### src/rtl/neuron_mac_seq.sv
// neuron_mac_seq: sequential multiply-accumulate neuron with step or saturating-linear activation
module neuron_mac_seq #(
    parameter int N_IN = 4,
    parameter int DW   = 4,
    parameter int AW   = 2*DW + $clog2(N_IN)
) (
    input  logic               clk,
    input  logic               reset,
    input  logic               start,
    input  logic               mode,
    input  logic [N_IN*DW-1:0] in_vec,
    input  logic [N_IN*DW-1:0] w_vec,
    input  logic [AW-1:0]      T,
    output logic               busy,
    output logic               done,
    output logic [AW-1:0]      sum,
    output logic [DW-1:0]      outf
);
    localparam int IW = $clog2(N_IN);
    typedef enum logic [1:0] {IDLE, ACC, CMP} state_t;
    state_t state, state_nxt;
    logic [N_IN*DW-1:0] in_q, w_q;
    logic [AW-1:0]      t_q, acc, acc_nxt, diff;
    logic               mode_q, accept, last, fire;
    logic [IW-1:0]      idx;
    logic [DW-1:0]      in_x, w_x, outf_nxt;
    logic [2*DW-1:0]    prod;
    // The result is registered on the final ACC edge so it is already valid
    // during CMP, which is the done cycle and may also accept the next start.
    always_comb begin
        in_x      = in_q[idx*DW +: DW];
        w_x       = w_q[idx*DW +: DW];
        prod      = {{DW{1'b0}}, in_x} * {{DW{1'b0}}, w_x};
        acc_nxt   = acc + AW'(prod);
        last      = idx == IW'(N_IN - 1);
        fire      = acc_nxt >= t_q;
        diff      = acc_nxt - t_q;
        outf_nxt  = !fire ? '0 : !mode_q ? '1 : (|diff[AW-1:DW]) ? '1 : diff[DW-1:0];
        accept    = start && (state == IDLE || state == CMP);
        state_nxt = accept ? ACC : (state == ACC && last) ? CMP : (state == CMP) ? IDLE : state;
        busy      = state != IDLE;
        done      = state == CMP;
    end
    always_ff @(posedge clk) begin
        if (!reset) begin
            state  <= IDLE;
            acc    <= '0;
            idx    <= '0;
            sum    <= '0;
            outf   <= '0;
            in_q   <= '0;
            w_q    <= '0;
            t_q    <= '0;
            mode_q <= 1'b0;
        end else begin
            state <= state_nxt;
            if (accept) begin
                in_q   <= in_vec;
                w_q    <= w_vec;
                t_q    <= T;
                mode_q <= mode;
                acc    <= '0;
                idx    <= '0;
            end else if (state == ACC) begin
                acc <= acc_nxt;
                idx <= idx + 1'b1;
                if (last) begin
                    sum  <= acc_nxt;
                    outf <= outf_nxt;
                end
            end
        end
    end
endmodule
### config.mk
export PLATFORM = sky130hd
export DESIGN_NAME = neuron_mac_seq
export DESIGN_NICKNAME = d
export VERILOG_FILES = /design/src/rtl/neuron_mac_seq.sv
export SDC_FILE = /design/constraint.sdc
export NUM_CORES = 1
export LEC_CHECK = 0
export BUFFER_PORTS_ARGS = -buffer_cell sky130_fd_sc_hd__buf_2
export CORE_UTILIZATION = 45
export CTS_BUF_LIST = sky130_fd_sc_hd__clkbuf_8
export DETAILED_ROUTE_END_ITERATION = 10
export MAX_ROUTING_LAYER = met4
export PLACE_DENSITY = 0.65
export SLEW_MARGIN = 20
export SYNTH_ARGS = -nofsm -noshare
export SYNTH_HDL_FRONTEND = slang
export SYNTH_SLANG_ARGS = --single-unit
export TNS_END_PERCENT = 20
### constraint.sdc
create_clock -name clk -period 16.5 [get_ports clk]
set_input_delay 3.3 -clock clk [delete_from_list [all_inputs] [get_ports clk]]
set_output_delay 3.3 -clock clk [all_outputs]
set_load 0.01 [all_outputs]
==> Yosys cells after proc, flatten, opt, wreduce, memory -nomap -nowiden <==
Cells that the tools add are included.
{ "word_totals": {"reg_bits": 71, "inputBits": 46, "output_inout_bits": 16, "word_cells": 38} }
{ "classes": {"n_addsub": 3, "mul": 1, "order_cmp": 1, "n_eq_ne": 3, "shifts": 2, "muxes": 6, "bitwise_logic": 2, "n_reduce_logical": 10} }
{ "ops": {"columns": ["operator", "n"], "rows": [
  ["16-bit by 5-bit indexed part select with 4-bit output", 2],
  ["4-bit two-way mux", 3],
  ["10-bit by 8-bit adder with 10-bit output", 1],
  ["10-bit greater-or-equal comparator", 1],
  ["10-bit subtractor", 1],
  ["4-bit by 4-bit multiplier with 8-bit output", 1],
  ["6-bit OR reduction", 1],
  ["2-bit == test, second input constant", 2],
  ["2-bit two-way mux", 2],
  ["2-bit nonzero test", 2],
  ["3-bit AND reduction", 1],
  ["3-bit nonzero test", 1],
  ["2-bit by 1-bit adder with 2-bit output, second input constant", 1],
  ["2-bit by 1-bit == test with 1-bit output, second input constant", 1],
  ["1-bit logical AND", 2],
  ["2-bit zero test", 1],
  ["1-bit NOT", 2],
  ["2-bit OR reduction", 1],
  ["1-bit logical OR", 1],
  ["1-bit two-way mux", 1]
]} }

==> Logic depth before layout (Yosys ltp) <==
Gate-level depths: netlist of run 1.
{ "depth": {"ltp_word": 8, "depth_mapped": 22} }

==> Least setup slack after synthesis of run 1 <==
Ideal clock, no wire load.
{ "synth_timing": {"kind": "register to register", "start": "register idx[0]", "end": "register outf[0]", "setup_time_ps": 138, "arrival_ps": 5182, "required_time_ps": 16362, "setup_slack_ps": 11180, "stages_incl_launch_ff": 22, "path_buffers": 2, "synth_period_minus_slack_ps": 5320, "cell_sequence": "dfxtp_1 > buf_2 > mux4_2 > nand2_1 > fa_1 > fa_1 > fa_1 > inv_1 > ha_1 > inv_2 > o21ai_2 > a2111oi_1 > or3_1 > clkbuf_2 > xnor2_1 > ha_1 > inv_1 > a222oi_1 > nor4bb_1 > nand4_1 > nor2_1 > a41oi_1"} }
{ "synth_via": {"elab_chain_len": 8} }
{ "synth_rtl": {"columns": ["element", "line_no", "rtl"], "rows": [
  ["start: declaration", "25", "logic [IW-1:0] idx;"],
  ["start signal: assignment", "66", "idx <= idx + 1'b1;"],
  ["16-bit by 5-bit indexed part select with 4-bit output (on tied branches)", "31, 32", null],
  ["4-bit by 4-bit multiplier with 8-bit output *", "33", "prod = {{DW{1'b0}}, in_x} * {{DW{1'b0}}, w_x};"],
  ["10-bit by 8-bit adder with 10-bit output *", "34", "acc_nxt = acc + AW'(prod);"],
  ["via acc_nxt[8]", "23", "logic [AW-1:0] t_q, acc, acc_nxt, diff;"],
  ["10-bit subtractor", "37", "diff = acc_nxt - t_q;"],
  ["6-bit OR reduction", "38", "outf_nxt = !fire ? '0 : !mode_q ? '1 : (|diff[AW-1:DW]) ? '1 : diff[DW-1:0];"],
  ["4-bit two-way mux (2 in series)", "38", null],
  ["4-bit two-way mux *", "38", null],
  ["end signal: assignment", "69", "outf <= outf_nxt;"],
  ["end: declaration", "17", "output logic [DW-1:0] outf"]
]} }
Mark *: on every way through the listed nets, which the timed path passes. The rest lies on a longest branch.
A chain may end at the register's enable or synchronous reset.

==> Worst setup path in the final report of run 1 <==
Ends and elaborated chain as after synthesis.

==> flow_summary.yaml, run 1 <==
status:
  outcome: "finished with violations"
  violations: "design-rule violations"
timing:
  whs_ps: 460
  layout_worst_path_cycle_share_pct: 35.5
  grt_setup_unrepaired: "no"
  worst_pin_slew_ps: 916
  timing.fmax_mhz: 170
  hold_viol: 0
  tns_ps: 0
  period_minus_slack_ps: 5870
  finClkSkew_ps: 11.4
  slew_headroom_pct: 38.9
  finalMaxSlewViolations: 0
  setup_viol: 0
route:
  ant_nets: 0
  drtPass1Iterations: 8
  routed_wirelength_mm: 9.83
  vias_per_cell: 5.37
  num_vias: 3547
  avgRoutedWirePerCell_um: 14.9
  drt_iter0_drc: 166
  drc_errors: 1
pwr:
  total_leakage_power_nw: 2.13
  fin_total_pwr_uw: 406
  vdd_drop_max_uv: 49.1
  p_per_area_mw_per_mm2: 85.8
floorplanning:
  core_region_area_mm2: 0.00885
  die_y_um: 98.2
  initial_core_util_pct: 47.1
  io_pins: 62
  die_width_um: 98.2
  dieArea_mm2: 0.00965
  rows: 34
place:
  hpwl_mm: 7.23
  routabilityCongestion: 0.892
  port-buffer-count: 61
yosys:
  synthArstFlopShare_pct: 0
  synth-main-ff-cell: "dfxtp_1"
  ys_seq_elements: 71
  synth_edf_count: 0
  synth_most_common_cell: "nand2_1"
  yosys.area.top_type: "dfxtp_1"
  avgSynthCellArea_um2: 8.32
  synth.cell_area_mm2: 0.00417
  yosys_warnings: 0
  synthTopCellsByCount: "nand2_1 (133), dfxtp_1 (71), a21boi_0 (50)"
  synth_top_area_share_pct: 34.1
  synth_fp_nets: 586
  ys_types: 50
  synthCells: 501
  synth_seq_area_share_pct: 34.1
  synth.area.top_cells: "dfxtp_1 (34%), nand2_1 (12%), a21boi_0 (9.0%)"
global_routing:
  grt_pass1_vias: 3531
  grt_pass1_wl_mm: 16.4
  gr-usage-all-layers_pct: 22.2
  grt_max_degree: 63
  grt-ovfl-total: 0
  antenna_found_initial: 0
clock_tree:
  cts_buffers: 9
  post_cts.repair.setup_buffers: 0
  cts.sinks: 71
  clkTransAtPathRegs_ps: 90
  cts_tree: "done"
  cts_buffer_depth: 2
  clock-root-buffer: "clkbuf_8"
  cts_resized: 0
  cts_hold_buffers: 0
  clkLatencyLatePin_ps: 350
  htree_levels: 3
layout:
  antenna_cells: 0
  final_nets: 632
  area_growth_pct: 13.7
  drive_gt1_share_pct: 16.8
critical_path:
  cp_data_required_time_ps: 16720
  cp_cell_sequence: "mux4_2 > nand2_1 > fa_1 > fa_1 > fa_1 > inv_1 > ha_1 > inv_2 > o21ai_2 > a2111oi_1 > or3_1 > xnor2_1 > ha_1 > inv_1 > a222oi_1 > nor4bb_1 > nand4_1 > nor2_1 > a41oi_1"
  cp.arrival_ps: 6090
  worstPathMaxFanout: 10
  critPathBufInv: 3
  worstSetupPathType: "reg2reg"
  crit_family: "adder cells"
  cpPeakStageDelay_ps: 700
  critical_path.slowest_cell: "dfxtp_1"
  start_kind: "register"
  critPathCaptureType: "register"
  worst_path_most_repeated_cell: "fa_1"
job:
  maxCapViolations: 0
min_path:
  hp-class: "reg2reg"
-- state kept, by name, indices dropped and copies added (netlist names) --
register	count
state	2
acc	10
idx	2
outf	4
sum	10
t_q	10
mode_q	1
w_q	16
in_q	16
-- metrics by stage --
step | instances | util (%) | instance area [µm²] | setup slack (ps)
global placement | 644 | 51.0 | 4520 | 10790
detailed placement | 644 | 51.0 | 4520 | 10620
global route | 660 | 53.6 | 4740 | 10160
finish | 660 | 53.6 | 4740 | 10630
CTS | 660 | 53.6 | 4740 | 10620
floorplan | 501 | - | 4170 | 11180
-- cells in the final DEF (no fill, tap or decap), types with 2 or more instances in the layout --
cell type / count
xnor2_1: 7
nand4_1: 4
nor3_1: 6
and3_1: 2
and2_1: 14
nand3b_1: 2
a21boi_0: 50
o211a_1: 2
ha_1: 29
inv_1: 32
nand2_1: 133
mux4_2: 8
clkbuf_8: 10
nand2b_1: 8
o21a_1: 5
nor2_1: 12
xor2_1: 5
a211oi_1: 4
o21ai_0: 5
a21oi_1: 25
nor2b_1: 3
a21o_1: 4
a31oi_1: 3
buf_2: 61
buf_4: 2
bufinv_16: 2
dfxtp_1: 71
fa_1: 10
nand3_1: 8
-- layer usage --
layer	vias to the layer above	part of all wire (%)	GRT usage (%)
li1	1776	-	-
met1	1658	49	29.9
met2	100	45	33.6
met3	13	4.8	4.65
met4	0	1.4	6.66
met5	-	0	-
-- logic make-up after synthesis --
| group | count (synthesis) | synth area share [%] |
|---|---|---|
| compound gates | 110 | 18.5 |
| flops | 71 | 34.1 |
| fa+ha+maj | 39 | 13.5 |
| simple gates | 199 | 21.0 |
| xor+xnor | 12 | 2.52 |
| buf+inv | 60 | 5.49 |
| mux | 10 | 4.83 |
-- final cells by class --
class,count,area (µm²)
multi-input cells,370,2520
repair buffers,63,320
clock inverters,6,85.1
fillers,860,4110
flip-flops and latches,71,1420
well taps,108,135
inverters,32,120
clock buffers,10,138
-- worst min-delay path, delay by kind of cell (launching register included) --
kind | cells | cell delay (ps)
DFF | 1 | 310
and+or+nand+nor | 1 | 50
AOI/OAI and AO/OA | 1 | 50
-- worst paths after layout --
kind / start / to / slack [ps] / cells past startpoint
min: acc[3]$_SDFFE_PP0P_ / acc[3]$_SDFFE_PP0P_ / 460 / 2
max reg2reg: idx[0]$_SDFFE_PP0P_ / outf[0]$_SDFFE_PN0P_ / 10630 / 19
max: idx[0]$_SDFFE_PP0P_ / outf[0]$_SDFFE_PN0P_ / 10630 / 19
min reg2reg: acc[3]$_SDFFE_PP0P_ / acc[3]$_SDFFE_PP0P_ / 460 / 2
-- power by group --
part | total (mW) | switching [mW] | internal, mW
clock network | 0.158 | 0.0692 | 0.0888
logic | 0.0656 | 0.0380 | 0.0276
registers | 0.183 | 0.00498 | 0.178
(Power assumes the default switching activity.)
==> inputs of run 2 (changes only) <==
Settings changed: ABC_AREA set to 1.
Clock period 16.5 ns to 5.69 ns, I/O delays scaled along.
==> run 2 against run 1 <==
Effect of this change: the run still ends with design-rule violations left; sequential share of layout area down 0.20 points; worst setup slack worse by 10000 ps; fmax up 12%; critical path type unchanged; area after synthesis down 0.45%; non-clock buffer count up 1; critical path depth up 8; combinational power rose to 7.3 times the previous value; synthesized cell count up 17%; die area down 0.44%; sequential cell count unchanged.
==> flow_summary.yaml, run 2 <==
timing:
  setup_viol: 0
  finClkSkew_ps: 14.5
  finalMaxSlewViolations: 0
  period_minus_slack_ps: 5250
  grt_setup_unrepaired: "no"
  timing.fmax_mhz: 190
  worst_pin_slew_ps: 796
  layout_worst_path_cycle_share_pct: 92.3
  tns_ps: 0
  slew_headroom_pct: 46.8
  hold_viol: 0
yosys:
  synth.cell_area_mm2: 0.00415
  yosys.area.top_type: "dfxtp_1"
  synth_edf_count: 0
  ys_seq_elements: 71
  synth_most_common_cell: "nand2_1"
  avgSynthCellArea_um2: 7.08
  synth_top_area_share_pct: 34.3
  synth-main-ff-cell: "dfxtp_1"
  ys_types: 34
  synth_fp_nets: 671
  synth_seq_area_share_pct: 34.3
  yosys_warnings: 0
  synthCells: 586
  synthArstFlopShare_pct: 0
  synth.area.top_cells: "dfxtp_1 (34%), nand2_1 (9.2%), ha_1 (8.7%)"
  synthTopCellsByCount: "nand2_1 (102), nor2_1 (94), inv_1 (74)"
route:
  routed_wirelength_mm: 9.88
  vias_per_cell: 5.03
  met3_length_um: 386
  met2_length_mm: 4.49
  drtPass1Iterations: 9
  drt_iter0_drc: 163
  ant_nets: 0
  top_layer: "met4"
  avgRoutedWirePerCell_um: 13.1
  drc_errors: 4
  num_vias: 3786
  met1_length_mm: 4.84
pwr:
  total_leakage_power_nw: 2.40
  p_per_area_mw_per_mm2: 312
  vdd_drop_max_uv: 125
clock_tree:
  clock-root-buffer: "clkbuf_8"
  cts_tree: "done"
  cts_buffer_depth: 2
  cts_buffers: 9
  htree_levels: 3
  clkTransAtPathRegs_ps: 80
  cts.sinks: 71
  cts_hold_buffers: 0
  clkLatencyLatePin_ps: 350
floorplanning:
  initial_core_util_pct: 47.1
  io_pins: 62
  die_y_um: 98.0
  core_region_area_mm2: 0.00881
  dieArea_mm2: 0.00961
  die_width_um: 98.0
  rows: 34
layout:
  final_common_cell: "nand2_1"
  drive_gt1_share_pct: 17.2
  layout_common_cells: "nand2_1 (102), nor2_1 (94), inv_1 (74), dfxtp_1 (70), o21ai_0 (62)"
  fin_area_mm2: 0.00478
  seq_area_mm2: 0.00142
  fillers: 873
  final_nets: 725
  largest_registers: "in_q: 16 flops, w_q: 16 flops"
  multi_input_area_mm2: 0.00233
  antenna_cells: 0
  area_growth_pct: 15.1
critical_path:
  start_kind: "register"
  critPathCaptureType: "register"
  worstSetupPathType: "reg2reg"
  cp.arrival_ps: 5500
  critical_path.startpoint: "idx[0]$_SDFFE_PP0P_"
  r2r_setup_slack_ps: 440
  worst-r2r-cell-count: 27
  cp_data_required_time_ps: 5940
  r2r-start: "idx[0]$_SDFFE_PP0P_"
  reg2reg_to: "outf[1]$_SDFFE_PN0P_"
  crit_end: "outf[1]$_SDFFE_PN0P_"
  worstPathMaxFanout: 14
status:
  violations: "design-rule violations"
  outcome: "finished with violations"
place:
  post_dp_cell_area_mm2: 0.00451
  hpwl_mm: 7.45
  port-buffer-count: 61
  routabilityCongestion: 0.858
min_path:
  hp-class: "reg2reg"
global_routing:
  grt_pass1_wl_mm: 16.6
  antenna_found_initial: 0
  grt_max_degree: 56
  grt-ovfl-total: 0
  grt_pass1_vias: 3585
  gr-usage-all-layers_pct: 22.0
job:
  maxCapViolations: 0
==> run 2: stage by stage <==
step / setup slack, ps / total power, mW / utilization (%) / hold slack [ps] / std cells
global placement: 420 / 1.02 / 51.2 / 443 / 736
CTS: 230 / 1.49 / 53.7 / 460 / 752
detailed placement: 271 / 1.03 / 51.2 / 440 / 736
global route: 21.5 / 1.59 / 54.2 / 481 / 753
finish: 436 / 1.49 / 54.2 / 462 / 753
floorplan: 845 / 0.917 / - / 435 / 586
==> run 2: power breakdown <==
group / leakage (nW) / switching [mW] / internal [mW]
Combinational: 1.71 / 0.308 / 0.170
Clock: 0.111 / 0.217 / 0.252
Sequential: 0.584 / 0.0169 / 0.527
Total: 2.40 / 0.541 / 0.950
==> run 2: repair_timing <==
item                       CTS  global route
resized for setup            0             5
setup buffers                0             1
setup endpoints to repair    0             4
==> run 2: worst max-delay path: stages, from the launching register on <==
cell,delay (ps)
dfxtp_2,390
buf_4,210
nand2_1,100
a32oi_1,320
nand2_1,110
fa_1,490
fa_1,530
fa_1,510
inv_1,40
ha_1,340
nand3_1,90
nand2_1,100
nand2_1,80
nand2_1,70
a21oi_1,80
or2_2,270
nand2_1,100
inv_1,50
ha_1,360
nand2_1,140
nor2_2,160
nand3_1,100
nand3_1,90
nand2_1,80
nor2_4,140
nand3_1,80
nand2_1,70
nand2_1,40
==> run 2: how the worst min path moves through the flow <==
stage	startpoint	to	slack, ps	cells after the start
3_5_place_dp	outf[0]$_SDFFE_PN0P_	outf[0]$_SDFFE_PN0P_	440	2
6_report	outf[1]$_SDFFE_PN0P_	outf[1]$_SDFFE_PN0P_	460	2
5_1_grt	outf[0]$_SDFFE_PN0P_	outf[0]$_SDFFE_PN0P_	480	2
3_3_place_gp	outf[3]$_SDFFE_PN0P_	outf[3]$_SDFFE_PN0P_	440	2
2_1_floorplan	t_q[9]$_SDFFE_PN0P_	t_q[9]$_SDFFE_PN0P_	430	2
4_1_cts	outf[1]$_SDFFE_PN0P_	outf[1]$_SDFFE_PN0P_	460	2
==> run 2: cell families (layout without fill, tap and decap cells) <==
family / count (synthesis) / count (layout) / share of synthesized area, %
simple gates: 240 / 240 / 24.6
compound gates: 129 / 129 / 16.8
buf+inv: 103 / 162 / 9.86
flops: 71 / 71 / 34.3
fa+ha+maj: 39 / 39 / 13.6
xor+xnor: 4 / 4 / 0.845
==> run 2: metal layers <==
metal | vias to the layer above | track usage (%)
met1 | 1682 | 28.3
met4 | 0 | 7.11
met3 | 18 | 3.87
li1 | 1992 | -
met5 | - | -
met2 | 94 | 35.2
==> run 2: layout make-up <==
type | instances | area share [%]
clock buffer | 9 | 2.59
clock inverter | 7 | 2.15
inverter | 82 | 6.65
multi-input combinational | 412 | 48.9
sequential | 71 | 29.8
tap | 108 | 2.83
timing repair buffer | 64 | 7.13
